[config.mk]
export PLATFORM = sky130hd
export DESIGN_NAME = mem_port_arbiter
export DESIGN_NICKNAME = d
export VERILOG_FILES = /design/src/rtl/mem_port_arbiter.sv
export SDC_FILE = /design/constraint.sdc
export NUM_CORES = 1
export LEC_CHECK = 0
export ABC_AREA = 0
export ABC_CLOCK_PERIOD_IN_PS = 2300
export CORE_MARGIN = 2
export CORE_UTILIZATION = 36
export CTS_BUF_LIST = sky130_fd_sc_hd__clkbuf_8 sky130_fd_sc_hd__clkbuf_16
export DETAILED_ROUTE_END_ITERATION = 10
export GPL_TIMING_DRIVEN = 0
export PLACE_DENSITY_LB_ADDON = 0.12
export REMOVE_ABC_BUFFERS = 1
export SYNTH_ARGS = -nofsm -noshare
export SYNTH_HDL_FRONTEND = slang
export SYNTH_SLANG_ARGS = --single-unit
[constraint.sdc]
create_clock -name clk_i -period 2.3 [get_ports clk_i]
set_clock_uncertainty 0.05 [all_clocks]
set_input_delay 0.345 -clock clk_i [delete_from_list [all_inputs] [get_ports clk_i]]
set_output_delay 0.345 -clock clk_i [all_outputs]
set_load 0.01 [all_outputs]
[src/rtl/mem_port_arbiter.sv]
// mem_port_arbiter
//   Shares one memory port between an instruction-fetch requester (IF) and a
//   data requester (D). D has fixed priority over IF. Each access occupies the
//   port for MEM_LAT cycles (BUSY) and is followed by a single DONE cycle
//   that pulses the owner's ack. A flush cancels an in-flight fetch. The
//   memory access still runs to completion, but its data and ack are dropped.
//
// Parameters
//   MEM_LAT       memory access latency in cycles, legal range 1..15
// Ports
//   clk_i, rst_i                     clock, synchronous active-high reset
//   if_req_i, if_addr_i              fetch request / address (held until ack)
//   if_rdata_o, if_ack_o, if_stall_o fetch data, completion pulse, stall
//   d_req_i, d_we_i, d_addr_i,       data request / store flag / address /
//   d_wdata_i                        store data (held until ack)
//   d_rdata_o, d_ack_o, d_stall_o    load data, completion pulse, stall
//   flush_i                          redirect, cancels an in-flight fetch
//   mem_en_o, mem_we_o, mem_addr_o,  shared memory request (BUSY only)
//   mem_wdata_o, mem_rdata_i         and read data (valid in last BUSY cycle)
module mem_port_arbiter #(
  parameter int unsigned MEM_LAT = 2
) (
  input  logic        clk_i,
  input  logic        rst_i,
  input  logic        if_req_i,
  input  logic [31:0] if_addr_i,
  output logic [31:0] if_rdata_o,
  output logic        if_ack_o,
  input  logic        d_req_i,
  input  logic        d_we_i,
  input  logic [31:0] d_addr_i,
  input  logic [31:0] d_wdata_i,
  output logic [31:0] d_rdata_o,
  output logic        d_ack_o,
  input  logic        flush_i,
  output logic        mem_en_o,
  output logic        mem_we_o,
  output logic [31:0] mem_addr_o,
  output logic [31:0] mem_wdata_o,
  input  logic [31:0] mem_rdata_i,
  output logic        if_stall_o,
  output logic        d_stall_o
);

  typedef enum logic [1:0] {StIdle, StBusy, StDone} state_e;
  typedef enum logic [1:0] {OwnNone, OwnIf, OwnD} owner_e;

  localparam logic [3:0] LatInit = 4'(MEM_LAT - 1);

  state_e      state_q;
  owner_e      owner_q;
  logic [3:0]  cnt_q;
  logic        cancel_q;
  logic        we_q;
  logic [31:0] addr_q;
  logic [31:0] wdata_q;
  logic [31:0] if_rdata_q;
  logic [31:0] d_rdata_q;

  always_ff @(posedge clk_i) begin
    if (rst_i) begin
      state_q    <= StIdle;
      owner_q    <= OwnNone;
      cnt_q      <= 4'd0;
      cancel_q   <= 1'b0;
      we_q       <= 1'b0;
      addr_q     <= 32'h0;
      wdata_q    <= 32'h0;
      if_rdata_q <= 32'h0;
      d_rdata_q  <= 32'h0;
    end else begin
      unique case (state_q)
        StIdle: begin
          if (d_req_i) begin
            owner_q  <= OwnD;
            addr_q   <= d_addr_i;
            we_q     <= d_we_i;
            wdata_q  <= d_wdata_i;
            cnt_q    <= LatInit;
            cancel_q <= 1'b0;
            state_q  <= StBusy;
          end else if (if_req_i) begin
            // Fetches never write; wdata_q keeps its old value.
            owner_q  <= OwnIf;
            addr_q   <= if_addr_i;
            we_q     <= 1'b0;
            cnt_q    <= LatInit;
            cancel_q <= 1'b0;
            state_q  <= StBusy;
          end
        end
        StBusy: begin
          if (flush_i && (owner_q == OwnIf)) cancel_q <= 1'b1;
          if (cnt_q == 4'd0) begin
            // A flush in this very cycle must also block the capture.
            if ((owner_q == OwnIf) && !cancel_q && !flush_i) if_rdata_q <= mem_rdata_i;
            if ((owner_q == OwnD) && !we_q) d_rdata_q <= mem_rdata_i;
            state_q <= StDone;
          end else begin
            cnt_q <= cnt_q - 4'd1;
          end
        end
        StDone: begin
          owner_q <= OwnNone;
          state_q <= StIdle;
        end
        default: state_q <= StIdle;
      endcase
    end
  end

  assign mem_en_o    = (state_q == StBusy);
  assign mem_we_o    = (state_q == StBusy) && we_q;
  assign mem_addr_o  = addr_q;
  assign mem_wdata_o = wdata_q;
  assign if_rdata_o  = if_rdata_q;
  assign d_rdata_o   = d_rdata_q;

  // flush_i during DONE still kills the fetch ack in the same cycle.
  assign if_ack_o = (state_q == StDone) && (owner_q == OwnIf) && !cancel_q && !flush_i;
  assign d_ack_o  = (state_q == StDone) && (owner_q == OwnD);

  assign if_stall_o = if_req_i && !if_ack_o;
  assign d_stall_o  = d_req_i && !d_ack_o;

endmodule

[After elaboration in Yosys (flattened, before gate mapping)]
Index checks and enable logic that the tools add are counted.
Operators by class
  add/sub/neg operators: 1
  eq/ne operators: 8
  multiplexer cells: 17
  reduce and logical (&&, ||, !) cells: 29
Operator list (number)
  32-bit two-way mux: 2
  4-bit two-way mux: 3
  3-bit AND reduction: 4
  1-bit logical AND: 11
  2-bit two-way mux: 4
  2-bit case mux with 2 select lines: 2
  4-bit case mux with 2 select lines: 1
  2-bit AND reduction: 4
  2-bit nonzero test: 3
  1-bit logical NOT: 5
  2-bit by 1-bit == test with 1-bit output, second input constant: 2
  2-bit == test, second input constant: 2
  4-bit logical NOT: 1
  1-bit two-way mux: 4
  2-bit by 1-bit != test with 1-bit output, second input constant: 2
  4-bit by 1-bit subtractor with 4-bit output, second input constant: 1
  3-bit != test, second input constant: 1
  2-bit logical NOT: 1
  2-bit != test, second input constant: 1
  1-bit case mux with 2 select lines: 1
Word-level totals
  bits in registers: 138
  input bits: 134
  output and inout bits: 134
  word-level logic and storage cells: 64

[Depth between registers and ports, before layout]
  depth in word-level cells: 6
  depth in mapped cells: 7
  mapped depth without buffers: 5

[Least setup slack after synthesis]
OpenSTA, ideal clock, no wires.
  path kind: reg2reg
  from: register cnt_q[0]
  to: register if_rdata_q[10], in the netlist if_rdata_o[10]
  setup time: 0.072 ns
  arrival: 1.685 ns
  data required time: 2.178 ns
  setup slack: 0.493 ns
  stages on the path, launching flop included: 7
  path buffers: 1
  period minus slack after synthesis: 1.807 ns
  cells stage by stage: dfxtp_1 -> inv_1 -> ha_1 -> or3b_2 -> nor3_4 -> buf_8 -> mux2i_1
Between the ends
  word-level cells in the longest chain between the ends: 2
Ends and longest elaborated chain
  start, declared: RTL line 52  | logic [3:0] cnt_q;
  start signal, assigned: RTL line 79  | cnt_q <= LatInit;
  start signal, assigned: RTL line 87  | cnt_q <= LatInit;
  start signal, assigned: RTL line 100  | cnt_q <= cnt_q - 4'd1;
  4-bit logical NOT: RTL line 94  | if (cnt_q == 4'd0) begin
  3-bit AND reduction (no line)
  end signal, assigned: RTL line 96  | if ((owner_q == OwnIf) && !cancel_q && !flush_i) if_rdata_q <= mem_rdata_i;
  end, declared: RTL line 57  | logic [31:0] if_rdata_q;
No other way between the ends.
A chain may end at the register's enable or synchronous reset.

[Worst setup path after layout]
  from: input flush_i
  to: output if_stall_o
Between the ends
  word-level cells in the longest chain between the ends: 4
Ends and longest elaborated chain
  start, declared: RTL line 35  | input logic flush_i,
  1-bit logical NOT: RTL line 120  | assign if_ack_o = (state_q == StDone) && (owner_q == OwnIf) && !cancel_q && !flush_i;
  1-bit logical AND: RTL line 120
  1-bit logical NOT: RTL line 123  | assign if_stall_o = if_req_i && !if_ack_o;
  1-bit logical AND: RTL line 123
  end, declared: RTL line 41  | output logic if_stall_o,
No other way between the ends.

==> results.toml <==
[outcome]
outcome = "finished, final reports clean"

[route]
vias_per_cell = 4.72
ant_nets = 0
drtPass1Iterations = 4
wl_per_cell_microns = 14.9
drt-initial-drc-count = 186
wl_mm = 15.9
drc = 0
vias = 5033

[placement]
dpl.hpwl_mm = 11.6
portBuffers = 267
dpl_cell_area_sq_um = 8600
place.gp.congestion = 0.744

[power]
power_frac_seq_pct = 38.9
p_leak_nw = 3.59
combPwrFrac_pct = 18.0
power_switching_w = 0.00163
power_density_nw_per_um2 = 731
power_w = 0.00679
power.share.clock_pct = 43.1
peakVddDrop_v = 0.000476
netSwitchingFraction_pct = 24.0
power.internal_w = 0.00516

[grt]
grt_use_met1_pct = 20.4
grt_overflow_total = 0
antenna_found_initial = 0
grt_first_pass_wirelength_mm = 24.4
grt_max_degree = 114
grt.busiest_layer = "met2"
grt_pass1_vias = 4954
grt_use_met2_pct = 32.9
grt_util_met3_pct = 5.49
globalRouteTotalUtil_pct = 18.3

[layout]
layout.nets = 975
drive_above_1_share_pct = 7.17
antenna_cells = 0
areaGrowthSynthToFinish_pct = 62.6
final_area_sq_um = 9290

[worst_setup_path]
critPathCaptureType = "primary output"
path_max_fanout = 2
worstSetupPathType = "primary input to primary output"
path_cells = "clkdlybuf4s50_1 -> or4b_4 -> nor3b_4 -> nor2b_1 -> clkdlybuf4s15_1"
crit_path_max_incr_delay_ns = 0.54
cp_top_family = "simple AND/OR/NAND/NOR gates"
slowest_stage = "or4b_4"
crit_arrival_ns = 1.85
crit_required_ns = 1.90
start_kind = "primary input"
crit_buf_inv = 2

[sta]
drv_slew = 0
fmax_mhz = 445
holdWs_ns = 0.304
slew_headroom_pct = 54.6
worst_pin_slew_ns = 0.681
fin_crit_sh_pct = 97.7
rsz0062_at_grt = "false"
fin_crit_ns = 2.25
final-setup-viol-count = 0
tns_ns = 0
hold_viol = 0

[yosys]
synth_common_cells = "138 x dfxtp_1, 97 x nand2b_1, 96 x mux2i_1"
mappedNetlistArea_sq_um = 5710
ys_async_sr_fraction_pct = 0
syn_area_per_cell_sq_um = 9.65
ys_ff_latch = 138
synth_top_area_cell = "dfxtp_1"
yosysMostFrequentCell = "dfxtp_1"
yosys_most_used_dff = "dfxtp_1"
netlist.area_leader.share_pct = 48.4
synth_cells = 592
synth_edf_count = 0
ys_seq_area_share_pct = 48.4
ys_top_cells_by_area = "dfxtp_1 48%, mux2i_1 17%, nand2b_1 11%"
yosys_warnings = 0
synthDistinctLibCells = 33

[clocking]
cts_made_buffers = 17
clk_latency_ns = 0.41
path_clk_slew_ns = 0.06
cts_root_buffer = "clkbuf_16"
numClockSinks = 138
clk_path_buf_depth = 2
cts_tree = "done"
htree_num_levels = 4

[run]
maxCapViolCount = 0

[die]
start_util_pct = 36.3
row_count = 46
die_width_microns = 130
fp.coreArea_sq_um = 15700
die_height_microns = 130
dieArea_sq_um = 16900
io_pins = 268

[min_path]
hold_path.class = "primary input to register"
[registers in the layout, indices dropped and copies added, names as in the netlist]
| signal | cells |
|---|---|
| mem_wdata_o | 32 |
| cancel_q | 1 |
| state_q | 2 |
| mem_addr_o | 32 |
| d_rdata_o | 32 |
| owner_q | 2 |
| cnt_q | 4 |
| we_q | 1 |
| if_rdata_o | 32 |
[cells in the final DEF (no fill, tap or decap), drive strengths merged, types with 7 or more instances in the layout]
cell           count
nor2               7
clkdlybuf4s50    263
nand2b            97
buf               11
clkbuf            21
dfxtp            138
mux2i             96
nand2             65
a211oi            33
a21oi             70
[stage by stage]
| step | util, % | setup slack (ns) | std cells |
|---|---|---|---|
| 2_1_floorplan | - | -0.330 | 544 |
| 3_3_place_gp | 53.6 | -2.58 | 1027 |
| 3_5_place_dp | 54.7 | -0.379 | 1035 |
| 4_1_cts | 59.1 | 0.0242 | 1067 |
| 5_1_grt | 59.1 | 0.000448 | 1067 |
| 6_report | 59.1 | 0.0519 | 1067 |
[kinds of logic (layout without fill, tap and decap cells)]
| group | count (synthesis) | count (layout) | share of synthesized area [%] |
|---|---|---|---|
| adders and majority gates | 2 | 2 | 0.438 |
| muxes | 96 | 96 | 16.8 |
| buffers and inverters | 52 | 311 | 4.34 |
| and+or+nand+nor | 192 | 192 | 18.6 |
| DFF | 138 | 138 | 48.4 |
| AOI/OAI and AO/OA | 112 | 112 | 11.4 |
[worst paths after layout]
path | start | end | slack [ns] | cells after the start
worst min-delay path | d_req_i | mem_addr_o[18]$_SDFFE_PP0P_ | 0.30 | 3
worst min register to register | mem_wdata_o[21]$_SDFFE_PP0P_ | mem_wdata_o[21]$_SDFFE_PP0P_ | 0.40 | 2
worst max register to register | cnt_q[0]$_SDFFE_PP0P_ | if_rdata_o[14]$_SDFFE_PP0P_ | 0.18 | 7
worst max-delay path | flush_i | if_stall_o | 0.05 | 5
[timing repair]
item	in CTS	in global routing
setup buffers	1	0
pin swaps	3	1
gates resized for setup	14	2
endpoints found under the hold margin	0	0
hold buffers	0	0
setup endpoints to repair	39	24
[final cells by class]
| class | count | area (sq um) |
|---|---|---|
| Clock inverter | 10 | 163 |
| Sequential cell | 138 | 2770 |
| Fill cell | 1340 | 6420 |
| Clock buffer | 21 | 480 |
| Timing Repair Buffer | 276 | 2840 |
| Multi-Input combinational cell | 402 | 2750 |
| Tap cell | 216 | 270 |
| Inverter | 4 | 15.0 |
[tightest hold or removal path, delay by kind of cell]
kind            cells  cell delay, ns
compound gates      1            0.09
mux                 1            0.16
buf+inv             1            0.12
[per-layer routing]
metal  part of all wire, %  vias up
li1                      -     2524
met1                    40     2331
met2                    52      154
met3                   6.4       24
met4                   1.7        0
met5                     0        -
[power by group through the flow]
stage	Combinational (W)	Sequential [W]	Clock, W
after detailed placement	0.00122	0.00269	0
after global placement	0.00118	0.00268	0
after global routing	0.00132	0.00266	0.00310
after CTS	0.00123	0.00264	0.00300
final	0.00122	0.00264	0.00293
after floorplan	0.000419	0.00275	0
Power figures use the tool's default switching activity.
